File: config.mk
export PLATFORM = sky130hd
export DESIGN_NAME = address_feeder_flat
export DESIGN_NICKNAME = d
export VERILOG_FILES = /design/src/rtl/address_feeder_pkg.sv /design/src/rtl/address_feeder_if.sv /design/src/rtl/address_fifo.sv /design/src/rtl/address_feeder.sv /design/src/flat_wrapper.sv
export SDC_FILE = /design/constraint.sdc
export NUM_CORES = 1
export LEC_CHECK = 0
export BUFFER_PORTS_ARGS = -buffer_cell sky130_fd_sc_hd__buf_2
export CAP_MARGIN = 20
export CORE_ASPECT_RATIO = 1.1
export CORE_UTILIZATION = 45
export CTS_CLUSTER_SIZE = 20
export DETAILED_ROUTE_END_ITERATION = 8
export PLACE_DENSITY = 0.68
export SYNTH_ARGS = -nofsm -noshare
export SYNTH_HDL_FRONTEND = slang
export SYNTH_SLANG_ARGS = --single-unit
File: constraint.sdc
create_clock -name clock -period 5.4 [get_ports clock]
set_input_delay 0.27 -clock clock [delete_from_list [all_inputs] [get_ports clock]]
set_output_delay 0.27 -clock clock [all_outputs]
set_load 0.02 [all_outputs]
File: src/rtl/address_feeder_pkg.sv
// address_feeder_pkg: shared widths, depths, FSM encoding and range helper for the address feeder.
//   WORDINDEXBITS / LETTERINDEXBITS : index widths, ADDRBITS = their sum
//   MEMORYDEPTH                     : word indices >= this are out of range
//   DEFAULT_FIFODEPTH               : default input buffer depth (power of two, >= 2)
//   DROPCOUNTBITS                   : width of the saturating drop counter
package address_feeder_pkg;
    localparam int WORDINDEXBITS     = 8;
    localparam int LETTERINDEXBITS   = 4;
    localparam int ADDRBITS          = WORDINDEXBITS + LETTERINDEXBITS;
    localparam int MEMORYDEPTH       = 200;
    localparam int DEFAULT_FIFODEPTH = 8;
    localparam int DROPCOUNTBITS     = 8;

    typedef enum logic [1:0] {IDLE, ISSUE, GAP, CLEAR} state_t;

    // Extra leading bit keeps the compare correct even when MEMORYDEPTH == 2**WORDINDEXBITS.
    function automatic logic in_range(input logic [ADDRBITS-1:0] a);
        return {1'b0, a[ADDRBITS-1 -: WORDINDEXBITS]} < (WORDINDEXBITS+1)'(MEMORYDEPTH);
    endfunction
endpackage

File: src/rtl/address_feeder_if.sv
// address_feeder_if: bundle of the upstream handshake and storage-side signals of the feeder.
//   master : drives addressIn/addressValid/clearRequest/storageReady (upstream + storage side)
//   slave  : the feeder; drives addressReady, wordIndex, letterIndex, newAddress,
//            clearStorage, busy, droppedCount
interface address_feeder_if;
    import address_feeder_pkg::*;
    logic [ADDRBITS-1:0]        addressIn;
    logic                       addressValid;
    logic                       addressReady;
    logic                       clearRequest;
    logic                       storageReady;
    logic [WORDINDEXBITS-1:0]   wordIndex;
    logic [LETTERINDEXBITS-1:0] letterIndex;
    logic                       newAddress;
    logic                       clearStorage;
    logic                       busy;
    logic [DROPCOUNTBITS-1:0]   droppedCount;

    modport master (
        output addressIn, addressValid, clearRequest, storageReady,
        input  addressReady, wordIndex, letterIndex, newAddress, clearStorage, busy, droppedCount
    );
    modport slave (
        input  addressIn, addressValid, clearRequest, storageReady,
        output addressReady, wordIndex, letterIndex, newAddress, clearStorage, busy, droppedCount
    );
endinterface

File: src/rtl/address_fifo.sv
// address_fifo: synchronous FIFO with flush.
//   clock, reset (async, active-high), push, pop, flush, din -> dout (head), full, empty
//   Caller guarantees no push when full and no pop when empty; flush wins over push/pop.
module address_fifo
    import address_feeder_pkg::*;
#(
    parameter int WIDTH = ADDRBITS,
    parameter int DEPTH = DEFAULT_FIFODEPTH
) (
    input  logic             clock,
    input  logic             reset,
    input  logic             push,
    input  logic             pop,
    input  logic             flush,
    input  logic [WIDTH-1:0] din,
    output logic [WIDTH-1:0] dout,
    output logic             full,
    output logic             empty
);
    localparam int AW = $clog2(DEPTH);

    logic [WIDTH-1:0] mem [DEPTH];
    logic [AW:0]      wr;
    logic [AW:0]      rd;

    // Pointers carry one wrap bit: equal -> empty, only wrap bit differs -> full.
    assign empty = wr == rd;
    assign full  = (wr[AW] != rd[AW]) && (wr[AW-1:0] == rd[AW-1:0]);
    assign dout  = mem[rd[AW-1:0]];

    always_ff @(posedge clock)
        if (push) mem[wr[AW-1:0]] <= din;

    always_ff @(posedge clock or posedge reset)
        if (reset) begin
            wr <= '0;
            rd <= '0;
        end else if (flush) begin
            wr <= '0;
            rd <= '0;
        end else begin
            if (push) wr <= wr + 1'b1;
            if (pop) rd <= rd + 1'b1;
        end
endmodule

File: src/rtl/address_feeder.sv
// address_feeder: buffers flat hit addresses and issues them to storage one per newAddress strobe.
//   clock, reset (async, active-high)
//   bus (address_feeder_if.slave): addressIn/addressValid/addressReady input handshake,
//     clearRequest, storageReady, wordIndex/letterIndex/newAddress to storage,
//     clearStorage strobe, busy, droppedCount (saturating count of out-of-range words)
//   Optional macro ADDRESS_DEDUP_EN: discard an address equal to the last buffered one.
module address_feeder
    import address_feeder_pkg::*;
#(
    parameter int FIFODEPTH = DEFAULT_FIFODEPTH
) (
    input  logic              clock,
    input  logic              reset,
    address_feeder_if.slave   bus
);
    state_t                     state;
    state_t                     next;
    logic                       push;
    logic                       pop;
    logic                       flush;
    logic                       full;
    logic                       empty;
    logic                       fire;
    logic                       in_rng;
    logic                       dup;
    logic                       strobe;
    logic [ADDRBITS-1:0]        head;
    logic [WORDINDEXBITS-1:0]   word;
    logic [LETTERINDEXBITS-1:0] letter;
    logic [DROPCOUNTBITS-1:0]   drops;

    // Ready is held low during reset and while the buffer is being flushed.
    assign bus.addressReady = !reset && !full && state != CLEAR;
    assign fire             = bus.addressValid && bus.addressReady;
    assign in_rng           = in_range(bus.addressIn);
    assign push             = fire && in_rng && !dup;

`ifdef ADDRESS_DEDUP_EN
    logic [ADDRBITS-1:0] last;
    logic                last_vld;

    assign dup = last_vld && last == bus.addressIn;

    always_ff @(posedge clock or posedge reset)
        if (reset) begin
            last     <= '0;
            last_vld <= 1'b0;
        end else if (flush) begin
            last_vld <= 1'b0;
        end else if (push) begin
            last     <= bus.addressIn;
            last_vld <= 1'b1;
        end
`else
    assign dup = 1'b0;
`endif

    address_fifo #(.WIDTH(ADDRBITS), .DEPTH(FIFODEPTH)) fifo (
        .clock (clock),
        .reset (reset),
        .push  (push),
        .pop   (pop),
        .flush (flush),
        .din   (bus.addressIn),
        .dout  (head),
        .full  (full),
        .empty (empty)
    );

    always_ff @(posedge clock or posedge reset)
        if (reset) drops <= '0;
        else if (fire && !in_rng && drops != '1) drops <= drops + 1'b1;

    // GAP after every issue gives storage its recovery cycle; clear is only taken from IDLE
    // so an in-flight strobe always completes first.
    always_comb begin
        pop   = state == ISSUE && bus.storageReady;
        flush = state == CLEAR;
        next  = state == IDLE  ? (bus.clearRequest ? CLEAR : empty ? IDLE : ISSUE) :
                state == ISSUE ? (bus.storageReady ? GAP : ISSUE) : IDLE;
    end

    always_ff @(posedge clock or posedge reset)
        if (reset) begin
            state  <= IDLE;
            strobe <= 1'b0;
            word   <= '0;
            letter <= '0;
        end else begin
            state  <= next;
            strobe <= pop;
            if (pop) {word, letter} <= head;
        end

    assign bus.wordIndex    = word;
    assign bus.letterIndex  = letter;
    assign bus.newAddress   = strobe;
    assign bus.clearStorage = flush;
    assign bus.busy         = !empty || state != IDLE;
    assign bus.droppedCount = drops;
endmodule

File: src/flat_wrapper.sv
// flat-port wrapper written by rule: the top's interface ports become plain ports
module address_feeder_flat import address_feeder_pkg::*;
#(
    parameter int FIFODEPTH = DEFAULT_FIFODEPTH
)
  (clock, reset, bus_addressIn, bus_addressValid, bus_clearRequest, bus_storageReady, bus_addressReady, bus_wordIndex, bus_letterIndex, bus_newAddress, bus_clearStorage, bus_busy, bus_droppedCount);
  address_feeder_if bus_i ();
  input  logic clock;
  input  logic reset;
  input wire logic [$bits(bus_i.addressIn)-1:0] bus_addressIn;
  input wire logic [$bits(bus_i.addressValid)-1:0] bus_addressValid;
  input wire logic [$bits(bus_i.clearRequest)-1:0] bus_clearRequest;
  input wire logic [$bits(bus_i.storageReady)-1:0] bus_storageReady;
  output wire logic [$bits(bus_i.addressReady)-1:0] bus_addressReady;
  output wire logic [$bits(bus_i.wordIndex)-1:0] bus_wordIndex;
  output wire logic [$bits(bus_i.letterIndex)-1:0] bus_letterIndex;
  output wire logic [$bits(bus_i.newAddress)-1:0] bus_newAddress;
  output wire logic [$bits(bus_i.clearStorage)-1:0] bus_clearStorage;
  output wire logic [$bits(bus_i.busy)-1:0] bus_busy;
  output wire logic [$bits(bus_i.droppedCount)-1:0] bus_droppedCount;
  assign bus_i.addressIn = bus_addressIn;
  assign bus_i.addressValid = bus_addressValid;
  assign bus_i.clearRequest = bus_clearRequest;
  assign bus_i.storageReady = bus_storageReady;
  assign bus_addressReady = bus_i.addressReady;
  assign bus_wordIndex = bus_i.wordIndex;
  assign bus_letterIndex = bus_i.letterIndex;
  assign bus_newAddress = bus_i.newAddress;
  assign bus_clearStorage = bus_i.clearStorage;
  assign bus_busy = bus_i.busy;
  assign bus_droppedCount = bus_i.droppedCount;
  address_feeder #(.FIFODEPTH(FIFODEPTH)) u_core (.clock(clock), .reset(reset), .bus(bus_i));
endmodule
==> results_dict.tcl <==
set metrics [dict create \
    outcome "finished clean" \
    synth_cell_types 41 \
    clock_sinks 127 \
    synth_ff_type "edfxtp_1" \
    numCtsBuffers 17 \
    fin_crit_sh 0.527 \
    finalWorstSetupSlack_ns 2.55 \
    dp_hpwl_mm 5.85 \
    cts_tree "done" \
    yosys-top-cells-area "edfxtp_1, dfrtp_1, mux4_2" \
    yosysWarningCount 0 \
    synth_seq_cells 127 \
    fin_cells 495 \
    clk_transition_reported_paths_ns 0.05 \
    grt_max_degree 34 \
    mappedNetlistArea_um2 5160 \
    cts_setup_buffers 0 \
    die_y_um 114 \
    worst_pin_slew_ns 1.04 \
    dieArea_um2 11900 \
    drt_iter0_drc 113 \
    whs_ns 0.0624 \
    holdCritStartpoint "bus_storageReady" \
    dp_slack_ns 2.53 \
    drc_errors 0 \
    rr_worst_depth 5 \
    setup_tns_ns 0 \
    fin_total_pwr_mw 2.96 \
    min_to "u_core.state[0]" \
    hold_violations 0 \
    synth_top_area_share 0.558 \
    syn_nets 300 \
    vias 2637 \
    min_period_ns 2.85 \
    rsz0062_at_grt "false" \
    areaGrowthSynthToFinish_pct 17.9 \
    synth_enable_flop_cells 96 \
    pin_count 41 \
    p_per_area_nw_per_um2 486 \
    ant_nets 0 \
    n_antenna_cell 0 \
    detail_route.wl_per_cell_um 18.9 \
    grt_overflow 0 \
    synth_largest_area_cell "edfxtp_1" \
    start_util 0.467 \
    avgSynthCellArea_um2 18.4 \
    ir_drop_uv 263 \
    hold_depth 2 \
    synthCells 280 \
    synth_most_common_cell "edfxtp_1" \
    first_pass_iters 4 \
    yosys-top-cells-count "edfxtp_1, dfrtp_1, nand2_1, mux2i_1, mux4_2" \
    cp.arrival_ns 2.96 \
    drv_slew 0 \
    grt_pass1_wl_mm 15.1 \
    cp.required_ns 5.51 \
    clock_latency_ns 0.41 \
    rrSetupSlack_ns 2.57 \
    cellLeakagePower_nw 2.24 \
    crit_start "reset" \
    hp-class "in2reg" \
    grtUsageTotal 0.173 \
    clock-root-buffer "clkbuf_16" \
    grt_pass1_vias 2798 \
    max_freq_mhz 351 \
    setup_viol 0 \
    path_class "in2reg" \
    cts.path.max_buffers 2 \
    async_flop_share 0.244 \
    h-tree-depth 4 \
    clock_skew_ns 0.00593 \
    drive_gt1_frac 0.322 \
    critical_path.max_fanout 33 \
    core_um2 11100 \
    vias_per_cell 5.33 \
    cap_viol_max_count 0 \
    die_x_um 104 \
    synth_seq_area_share 0.709 \
    fin_nets 355 \
    slew_headroom 0.304 \
    antenna_found_initial 0 \
    dp_cells 461 \
    wl_mm 9.34 \
    num_rows 40 \
    cp-end-kind "flip-flop" \
    place.gp.congestion 0.721 \
    r2r_end "u_core.fifo.mem[0][10]" \
    r2r_start "u_core.fifo.rd[2]" \
    port_buffers 40 \
    startpoint_type "primary input" \
]
==> flip-flops by register name (all words and copies together), names as in the netlist <==
| name | count |
|---|---|
| u_core.bus.droppedCount | 8 |
| u_core.bus.letterIndex | 4 |
| u_core.bus.newAddress | 1 |
| u_core.bus.wordIndex | 8 |
| u_core.fifo.mem | 96 |
| u_core.fifo.rd | 4 |
| u_core.fifo.wr | 4 |
| u_core.state | 2 |
==> worst max-delay path by stage <==
stage	cells after the start	slack, ns	endpoint
after CTS	8	2.50	u_core.fifo.mem[0][11]
after floorplan	4	2.09	u_core.fifo.mem[4][0]
after global placement	4	2.55	u_core.fifo.mem[3][5]
final	8	2.55	u_core.fifo.mem[0][10]
after detailed placement	5	2.53	u_core.fifo.mem[0][2]
after global routing	8	2.35	u_core.fifo.mem[0][10]
==> metrics by stage <==
stage | util | area, um^2
2_1_floorplan | - | 5160
3_3_place_gp | 0.500 | 5540
3_5_place_dp | 0.502 | 5560
4_1_cts | 0.549 | 6080
5_1_grt | 0.550 | 6090
6_report | 0.550 | 6090
==> metal layers <==
metal | track usage | routed length (um) | vias to the layer above
met5 | 0 | 0 | -
met4 | 0.0829 | 163 | 0
met3 | 0.0336 | 259 | 14
met2 | 0.297 | 4780 | 66
met1 | 0.213 | 4140 | 1351
li1 | - | - | 1206
==> critical path, cell delays in order <==
cell and delay (ns):
dlygate4sd3_1 0.53, buf_2 0.12, inv_1 0.04, buf_4 0.38
and3_2 0.36, nand3_4 0.15, nor4_2 0.79, buf_4 0.31
==> cells in the final DEF (no fill, tap or decap), types with 4 or more instances in the layout <==
cell,count
and3_1,4
buf_2,40
buf_4,6
clkbuf_16,17
clkinv_2,5
clkinvlp_4,4
dfrtp_1,31
edfxtp_1,96
mux2i_1,14
mux4_1,10
mux4_2,14
nand2_1,25
nand4_1,4
nor2_1,7
o21ai_0,13
xnor2_1,4
xor2_1,7
==> report_power, final <==
group	total, mW	switching [mW]	internal [mW]	leakage (nW)
registers	1.29	0.117	1.17	1.27
clock network	0.974	0.399	0.575	0.241
logic	0.694	0.383	0.311	0.733
total	2.96	0.899	2.06	2.24
==> area by class of cell <==
cell class / instances / area, um^2
Inverter: 4 / 15.0
Clock buffer: 19 / 433
Fill cell: 873 / 4970
Multi-Input combinational cell: 135 / 1430
Clock inverter: 13 / 75.1
Sequential cell: 127 / 3660
Tap cell: 147 / 184
Timing Repair Buffer: 50 / 289
==> kinds of logic (layout without fill, tap and decap cells) <==
family	Yosys count	count (layout)	share of synthesized area
fa+ha+maj	3	3	0.00727
compound gates	19	19	0.0254
xor+xnor	14	14	0.0281
mux	38	38	0.139
simple gates	61	61	0.0713
flops	127	127	0.709
buf+inv	18	86	0.0201
==> what timing repair did <==
action | CTS | global route
hold endpoints to repair | 31 | 0
gates resized for setup | 0 | 0
hold buffers | 1 | 0
Note: power is estimated with default switching activity, not from simulation.
